$ cat src/rtl/clock_display_mux_pkg.sv
// Shared constants and types for the HH:MM 7-segment display multiplexer.
package clock_display_mux_pkg;

    // Active-low segment glyphs, bit0 = a ... bit6 = g.
    localparam logic [6:0] SEG_0    = 7'h40;
    localparam logic [6:0] SEG_1    = 7'h79;
    localparam logic [6:0] SEG_2    = 7'h24;
    localparam logic [6:0] SEG_3    = 7'h30;
    localparam logic [6:0] SEG_4    = 7'h19;
    localparam logic [6:0] SEG_5    = 7'h12;
    localparam logic [6:0] SEG_6    = 7'h02;
    localparam logic [6:0] SEG_7    = 7'h78;
    localparam logic [6:0] SEG_8    = 7'h00;
    localparam logic [6:0] SEG_9    = 7'h10;
    localparam logic [6:0] SEG_DASH = 7'h3F;
    localparam logic [6:0] SEG_OFF  = 7'h7F;

    // Digit slot index, rightmost first.
    localparam logic [1:0] DIG_MIN0  = 2'd0;
    localparam logic [1:0] DIG_MIN1  = 2'd1;
    localparam logic [1:0] DIG_HOUR0 = 2'd2;
    localparam logic [1:0] DIG_HOUR1 = 2'd3;

    // Per-frame snapshot of the four time digits.
    typedef struct packed {
        logic [1:0] hour1;
        logic [3:0] hour0;
        logic [2:0] min1;
        logic [3:0] min0;
    } digits_t;

endpackage

$ cat src/rtl/bcd_to_seg7.sv
// Combinational BCD to active-low 7-segment decoder; non-decimal codes show a dash.
module bcd_to_seg7
    import clock_display_mux_pkg::*;
(
    input  logic [3:0] bcd,
    output logic [6:0] seg_n
);

    // Glyph lookup.
    always_comb begin
        seg_n = SEG_DASH;
        case (bcd)
            4'd0:    seg_n = SEG_0;
            4'd1:    seg_n = SEG_1;
            4'd2:    seg_n = SEG_2;
            4'd3:    seg_n = SEG_3;
            4'd4:    seg_n = SEG_4;
            4'd5:    seg_n = SEG_5;
            4'd6:    seg_n = SEG_6;
            4'd7:    seg_n = SEG_7;
            4'd8:    seg_n = SEG_8;
            4'd9:    seg_n = SEG_9;
            default: seg_n = SEG_DASH;
        endcase
    end

endmodule

$ cat src/rtl/clock_display_mux.sv
// Time-multiplexed driver for a 4-digit common-anode 7-segment HH:MM display.
// Snapshots the digits once per frame, blanks anodes at slot start to avoid
// ghosting, blinks the colon on digit 2 and optionally hides a leading zero.
module clock_display_mux
    import clock_display_mux_pkg::*;
#(
    parameter int unsigned DIGIT_CYCLES = 50000,
    parameter int unsigned BLANK_CYCLES = 1000,
    parameter int unsigned BLINK_CYCLES = 25000000
) (
    input  logic       clk,
    input  logic       rst,
    input  logic [1:0] hour1,
    input  logic [3:0] hour0,
    input  logic [2:0] min1,
    input  logic [3:0] min0,
    input  logic       en,
    input  logic       blank_lz,
    output logic [3:0] an_n,
    output logic [6:0] seg_n,
    output logic       dp_n
);

    localparam int unsigned SW = (DIGIT_CYCLES > 1) ? $clog2(DIGIT_CYCLES) : 1;
    localparam int unsigned BW = (BLINK_CYCLES > 1) ? $clog2(BLINK_CYCLES) : 1;

    logic [SW-1:0] slot_q, slot_d;
    logic [1:0]    idx_q, idx_d;
    logic [BW-1:0] blink_cnt_q, blink_cnt_d;
    logic          blink_q, blink_d;
    digits_t       shadow_q, shadow_d;
    logic [3:0]    an_q, an_d;
    logic [6:0]    seg_q, seg_d;
    logic          dp_q, dp_d;

    logic [3:0]    dig_sel;
    logic [6:0]    seg_dec;
    logic          in_blank;
    logic          lz_hide;

    // Slot/index scan, blink timer and frame snapshot next-state.
    always_comb begin
        slot_d      = slot_q + SW'(1);
        idx_d       = idx_q;
        blink_cnt_d = blink_cnt_q + BW'(1);
        blink_d     = blink_q;
        shadow_d    = shadow_q;
        if (slot_q == SW'(DIGIT_CYCLES - 1)) begin
            slot_d = '0;
            idx_d  = idx_q + 2'd1;
        end
        if (blink_cnt_q == BW'(BLINK_CYCLES - 1)) begin
            blink_cnt_d = '0;
            blink_d     = ~blink_q;
        end
        if (slot_q == '0 && idx_q == DIG_MIN0) begin
            shadow_d = '{hour1: hour1, hour0: hour0, min1: min1, min0: min0};
        end
    end

    // Select the digit for the current slot; uses the incoming snapshot so the
    // first cycle of a frame already shows the new value.
    always_comb begin
        dig_sel = shadow_d.min0;
        unique case (idx_q)
            DIG_MIN0:  dig_sel = shadow_d.min0;
            DIG_MIN1:  dig_sel = {1'b0, shadow_d.min1};
            DIG_HOUR0: dig_sel = shadow_d.hour0;
            DIG_HOUR1: dig_sel = {2'b00, shadow_d.hour1};
        endcase
    end

    bcd_to_seg7 u_dec (
        .bcd   (dig_sel),
        .seg_n (seg_dec)
    );

    // Output next-state: anode blanking, leading-zero hide, colon, enable gate.
    always_comb begin
        in_blank = (slot_q < SW'(BLANK_CYCLES));
        lz_hide  = blank_lz && (idx_q == DIG_HOUR1) && (shadow_d.hour1 == 2'd0);
        an_d     = 4'hF;
        seg_d    = SEG_OFF;
        dp_d     = 1'b1;
        if (en) begin
            seg_d = seg_dec;
            if (!in_blank && !lz_hide) begin
                an_d = ~(4'b0001 << idx_q);
            end
            dp_d = !(blink_q && (idx_q == DIG_HOUR0) && !in_blank);
        end
    end

    // State and output registers with synchronous reset.
    always_ff @(posedge clk) begin
        if (rst) begin
            slot_q      <= '0;
            idx_q       <= DIG_MIN0;
            blink_cnt_q <= '0;
            blink_q     <= 1'b0;
            shadow_q    <= '0;
            an_q        <= 4'hF;
            seg_q       <= SEG_OFF;
            dp_q        <= 1'b1;
        end else begin
            slot_q      <= slot_d;
            idx_q       <= idx_d;
            blink_cnt_q <= blink_cnt_d;
            blink_q     <= blink_d;
            shadow_q    <= shadow_d;
            an_q        <= an_d;
            seg_q       <= seg_d;
            dp_q        <= dp_d;
        end
    end

    assign an_n  = an_q;
    assign seg_n = seg_q;
    assign dp_n  = dp_q;

endmodule
$ cat config.mk
export PLATFORM = sky130hd
export DESIGN_NAME = clock_display_mux
export DESIGN_NICKNAME = d
export VERILOG_FILES = /design/src/rtl/clock_display_mux_pkg.sv /design/src/rtl/bcd_to_seg7.sv /design/src/rtl/clock_display_mux.sv
export SDC_FILE = /design/constraint.sdc
export NUM_CORES = 1
export LEC_CHECK = 0
export CAP_MARGIN = 20
export CORE_ASPECT_RATIO = 1.4
export CORE_UTILIZATION = 40
export CTS_BUF_LIST = sky130_fd_sc_hd__clkbuf_2
export DETAILED_ROUTE_END_ITERATION = 7
export GPL_ROUTABILITY_DRIVEN = 0
export PLACE_DENSITY_LB_ADDON = 0.2
export SLEW_MARGIN = 20
export SYNTH_ARGS = -nofsm -noshare
export SYNTH_HDL_FRONTEND = slang
export SYNTH_SLANG_ARGS = --single-unit
$ cat constraint.sdc
create_clock -name clk -period 3.67 [get_ports clk]
set_input_delay 0.367 -clock clk [delete_from_list [all_inputs] [get_ports clk]]
set_output_delay 0.367 -clock clk [all_outputs]
set_load 0.02 [all_outputs]
==> impl_metrics.tcl, run 1 <==
set metrics [dict create \
    cp.arrival_ns 3.46 \
    min_period_ns 3.07 \
    synth_edf_count 0 \
    coreArea_mm2 0.00745 \
    vias 2463 \
    cts_hold_buf 0 \
    cts_max_path_buffers 2 \
    p_per_area_mw_per_mm2 369 \
    period_share_pct 83.6 \
    synth_top_cell_by_area "dfxtp_1" \
    area_growth_pct 13.5 \
    drv_cap 0 \
    vias_per_cell 5.04 \
    p_leak_nw 1.35 \
    gr-total-overflow 0 \
    finalSetupViolCount 0 \
    rsz0062_at_grt "no" \
    die_w_um 76.7 \
    synth_compound_area_share_pct 8.96 \
    pin_count 29 \
    fin_nets 419 \
    fin_tns_setup_ns 0 \
    synth_commonest_cells "dfxtp_1 (69), nor2_1 (58), nand2_1 (39)" \
    drc_errors 0 \
    grt_first_pass_wirelength_mm 10.7 \
    grt_max_degree 26 \
    cts_root_buf "clkbuf_2" \
    tightest_slew_ns 0.925 \
    synth.top_cell.area_share_pct 44.2 \
    dp_slack_ns 0.642 \
    hp-class "input pin to flip-flop" \
    synth-main-ff-cell "dfxtp_1" \
    initial_core_util_pct 42.0 \
    hold_depth 3 \
    ff2ff_setup_slack_ns 0.60 \
    slew_viol_final 0 \
    syn_area_per_cell_um2 8.66 \
    design.die.area_mm2 0.00818 \
    antenna_cells 0 \
    critPathCaptureType "flip-flop" \
    dp_hpwl_mm 4.48 \
    clk_latency_ns 0.49 \
    clock-sinks 69 \
    timing.rr.end "seg_n[6]" \
    worstSetupPathType "flip-flop to flip-flop" \
    synth_cell_type_count 47 \
    ys_top_cells_by_area "dfxtp_1 (44%), xor2_1 (7.6%), nor2_1 (7.0%)" \
    cts_setup_buffers 0 \
    grt_pass1_vias 2356 \
    drive_gt1_share_pct 5.10 \
    hold_path_startpoint "min1[1]" \
    relSlewSlack_pct 38.4 \
    yosysMostFrequentCell "dfxtp_1" \
    synth_mux_area_share_pct 2.28 \
    min_to "shadow_q[5]" \
    rr_startpoint "idx_q[1]" \
    synth.yosys.warnings 0 \
    syn_area_mm2 0.00313 \
    cts_tree "yes" \
    synth-simple-area-share_pct 25.6 \
    drtIter0Drc 105 \
    worstPathRequired_ns 4.06 \
    routed_wl_mm 6.24 \
    synthAdderAreaFrac_pct 5.60 \
    ctsResizeCount 0 \
    grtUsageTotal_pct 16.5 \
    antenna_found_initial 0 \
    die_h_um 107 \
    fin_util_pct 47.6 \
    routedWlPerCell_um 12.8 \
    htreeDepth 3 \
    synth_top_family_by_area "simple AND/OR/NAND/NOR gates" \
    ys_seq_elements 69 \
    path_clk_slew_ns 0.20 \
    ir_drop_uv 181 \
    cts_buffers 9 \
    hold_violations 0 \
    fmax_mhz 326 \
    port_buffers 28 \
    synth-seq-area-share_pct 44.2 \
    start_kind "flip-flop" \
    ff2ff_path_depth 10 \
    syn-num-nets 392 \
    status "completed" \
    ant_nets 0 \
    dr.pass1.iters 4 \
    synthArstFlopShare_pct 0 \
    fp-row-count 37 \
    crit_fanout 13 \
    fin_skew_ns 0.0305 \
    post-route-worst-setup-slack_ns 0.603 \
    syn_inst 361 \
    synth-xor-area-share_pct 10.4 \
]
[final cells by class]
type | count | area, µm²
Tap cell | 97 | 121
Sequential cell | 69 | 1380
Multi-Input combinational cell | 269 | 1650
Clock buffer | 11 | 55.1
Timing Repair Buffer | 29 | 288
Fill cell | 750 | 3900
Clock inverter | 4 | 16.3
Inverter | 10 | 37.5
[critical path, cell delays in order, from the launching register on]
cell and delay, ns:
dfxtp_1 0.38, inv_1 0.11, ha_1 0.18, nor4bb_1 0.36, and3_1 0.33, nand2_1 0.32, mux2i_1 0.31, o2bb2ai_1 0.29
inv_1 0.16, ha_1 0.21, a221o_1 0.31
[how the worst max path moves through the flow]
stage,startpoint,to,slack (ns),cells after the start
3_3_place_gp,slot_q[10],seg_n[6],0.78,8
6_report,idx_q[1],seg_n[6],0.60,10
4_1_cts,idx_q[0],seg_n[6],0.62,10
3_5_place_dp,slot_q[10],seg_n[6],0.64,8
2_1_floorplan,slot_q[10],seg_n[3],0.99,10
5_1_grt,idx_q[1],seg_n[6],0.35,10
[metal layers]
metal | vias to the layer above | share of wire [%] | track usage (%)
met3 | 14 | 3.3 | 2.72
met5 | - | 0 | 0
met1 | 1128 | 46 | 19.9
li1 | 1276 | - | -
met4 | 0 | 2.5 | 10.6
met2 | 45 | 48 | 27.0
[cell families (layout without fill, tap and decap cells)]
kind of cell / Yosys count / after routing
flip-flops: 69 / 69
multiplexers: 7 / 7
adder cells (fa/ha/maj): 14 / 14
XOR/XNOR: 37 / 37
AO/OA/AOI/OAI: 44 / 44
AND/OR/NAND/NOR: 167 / 167
buffers and inverters: 23 / 54
[through the flow]
step | power, W | area (µm²) | std cells | hold WS (ns)
3_5_place_dp | 0.000991 | 3480 | 474 | 0.422
3_3_place_gp | 0.000988 | 3480 | 474 | 0.424
6_report | 0.00131 | 3550 | 489 | 0.457
2_1_floorplan | 0.000929 | 3130 | 361 | 0.382
4_1_cts | 0.00133 | 3550 | 489 | 0.426
5_1_grt | 0.00138 | 3550 | 489 | 0.419
[cell usage in the layout, fill, tap and decap left out, types with 2 or more instances in the layout]
cell type	count
dfxtp_1	69
nor2_1	58
nand2_1	39
clkdlybuf4s50_1	28
xor2_1	27
nand3_1	20
a21oi_1	17
ha_1	14
clkbuf_2	11
inv_1	10
xnor2_1	10
and3_1	9
nand4_1	9
nor3_1	8
o21ai_0	7
mux2i_1	6
a22oi_1	4
nand2b_1	4
a31oi_1	3
or3_1	3
clkinv_1	3
a22o_1	2
a21boi_0	2
and4_1	2
or2_2	2
nor4_1	2
[where the power goes]
part / total, W / internal (W) / switching (W)
clock: 0.000333 / 0.0000841 / 0.000248
sequential: 0.000792 / 0.000778 / 0.0000135
combinational: 0.000184 / 0.0000780 / 0.000106
[sequential cells by signal, indices dropped and copies added (netlist names)]
name and flops:
dp_n 1, shadow_q 13, an_n 4, seg_n 7, blink_q 1, blink_cnt_q 25
idx_q 2, slot_q 16
(Power assumes the default switching activity.)
==> run 2: changes to the inputs <==
==> constraint.sdc (replaced) <==
create_clock -name clk -period 2.7 [get_ports clk]
set_input_delay 0.27 -clock clk [delete_from_list [all_inputs] [get_ports clk]]
set_output_delay 0.27 -clock clk [all_outputs]
set_load 0.02 [all_outputs]
==> impl_metrics.tcl, run 2 (synthesis gave the netlist of run 1 again) <==
set metrics [dict create \
    hold_violations 0 \
    design.die.area_mm2 0.00818 \
    drive_gt1_share_pct 17.5 \
    ant_nets 0 \
    fp-row-count 37 \
    port_buffers 28 \
    routedWlPerCell_um 12.4 \
    status "completed" \
    p_comb_share_pct 17.2 \
    ir_drop_uv 308 \
    min_period_ns 2.67 \
    clkPwrFrac_pct 30.4 \
    die_h_um 107 \
    tightest_slew_ns 0.466 \
    dp_hpwl_mm 4.66 \
    p_per_area_mw_per_mm2 520 \
    cp.arrival_ns 3.16 \
    area_growth_pct 26.4 \
    path_cells "or4_4 > or3_4 > o21ai_2 > a21boi_1 > o41a_1 > inv_2 > ha_4 > nand2b_1 > a31oi_1" \
    worstPathRequired_ns 3.19 \
    clock-sinks 69 \
    initial_core_util_pct 42.0 \
    cts_root_buf "clkbuf_2" \
    critPathBufInv 1 \
    regArea_mm2 0.00139 \
    top_register "blink_cnt_q" \
    path_clk_slew_ns 0.20 \
    clk_latency_ns 0.56 \
    layout_commonest_cell "dfxtp_1" \
    coreArea_mm2 0.00745 \
    relSlewSlack_pct 68.9 \
    slowest_stage "or4_4" \
    multiInputGateArea_mm2 0.00172 \
    fmax_mhz 375 \
    fin_nets 454 \
    pin_count 29 \
    critPathTopFamily "simple AND/OR/NAND/NOR gates" \
    gr-total-overflow 0 \
    fin_util_pct 53.0 \
    hp-class "input pin to flip-flop" \
    dr.pass1.iters 4 \
    final_cell_mix "dfxtp_1 (66), nor2_1 (58), nand2_1 (38), buf_4 (34), clkdlybuf4s50_1 (28)" \
    vias 2640 \
    drv_cap 0 \
    slew_viol_final 0 \
    grtUsageTotal_pct 17.3 \
    drtIter0Drc 116 \
    crit_fanout 5 \
    top_regs "blink_cnt_q x25, slot_q x16, shadow_q x13" \
    die_w_um 76.7 \
    start_kind "flip-flop" \
    fin_skew_ns 0.0223 \
    power_w 0.00206 \
    cts_max_path_buffers 2 \
    grt_pass1_vias 2529 \
    seqPwrFrac_pct 52.4 \
    finalSetupViolCount 0 \
    p_leak_nw 1.55 \
    rsz0062_at_grt "yes" \
    period_share_pct 98.8 \
    nFillCells 697 \
    cts_buffers 9 \
    grt_first_pass_wirelength_mm 11.1 \
    vias_per_cell 5.03 \
    p_sw_share_pct 29.0 \
    internal_power_w 0.00146 \
    critPathCaptureType "flip-flop" \
    antenna_cells 0 \
    worstSetupPathType "flip-flop to flip-flop" \
    htreeDepth 3 \
    routed_wl_mm 6.52 \
    switching_power_w 0.000596 \
    largest_register_ff_count 25 \
    grt_max_degree 26 \
    cts_hold_buf 0 \
    cpPeakStageDelay_ns 0.54 \
    cts_tree "yes" \
    drc_errors 0 \
    antenna_found_initial 0 \
]
## run 2: tightest hold or removal path, delay by kind of cell
family	cells	cell delay (ns)
AO/OA/AOI/OAI	1	0.05
buffers and inverters	1	0.42
AND/OR/NAND/NOR	1	0.07
## run 2: repair_timing
action | in CTS | in global routing
setup endpoints to repair | 7 | 7
gates resized for setup | 3 | 19
pin swaps | 1 | 12
setup buffers | 0 | 3
## run 2: final cells by class
type                    count  share of cell area, %
multi-input cells         269                   43.5
flip-flops and latches     69                   35.1
repair buffers             64                   14.3
well taps                  97                   3.07
clock inverters             7                   1.90
clock buffers               9                   1.14
inverters                  10                  0.950
## run 2: layer usage
layer / wire length [µm] / vias to the layer above / global-route usage (%)
li1: - / 1351 / -
met1: 2930 / 1233 / 20.1
met2: 3190 / 40 / 29.4
met3: 189 / 16 / 2.64
met4: 208 / 0 / 11.0
met5: 0 / - / 0
## run 2: through the flow
stage	area (µm²)	setup WS, ns	hold WS [ns]	TNS (ns)	std cells
6_report	3950	0.0319	0.287	0	525
5_1_grt	3950	-0.0300	0.274	-0.109	525
4_1_cts	3870	0.0248	0.268	0	522
3_5_place_dp	3730	-0.0824	0.402	-0.335	506
3_3_place_gp	3730	0.00819	0.395	0	506
2_1_floorplan	3130	0.0175	0.382	0	361
## run 2: power groups by stage
stage / Combinational, W / Clock, W / Sequential, W
after floorplan: 0.000153 / 0 / 0.00111
after global placement: 0.000318 / 0 / 0.00110
after detailed placement: 0.000321 / 0 / 0.00110
after CTS: 0.000327 / 0.000639 / 0.00108
after global routing: 0.000386 / 0.000683 / 0.00108
final: 0.000355 / 0.000625 / 0.00108
## run 2: worst paths after layout
kind | depth (start not counted) | start | to | slack (ns)
worst max-delay path | 9 | slot_q[12] | seg_n[3] | 0.03
worst min-delay path | 3 | min1[1] | shadow_q[5] | 0.29
worst max register to register | 9 | slot_q[12] | seg_n[3] | 0.03
worst min register to register | 1 | blink_q | dp_n | 0.44
==> run 3: changes to the inputs <==
--- a/config.mk
+++ b/config.mk
@@ -5,7 +5,6 @@
 export SDC_FILE = /design/constraint.sdc
 export NUM_CORES = 1
 export LEC_CHECK = 0
-export CAP_MARGIN = 20
 export CORE_ASPECT_RATIO = 1.4
 export CORE_UTILIZATION = 40
 export CTS_BUF_LIST = sky130_fd_sc_hd__clkbuf_2
==> results of run 3 <==
Final layout, timing and power as in run 2 (identical DEF).
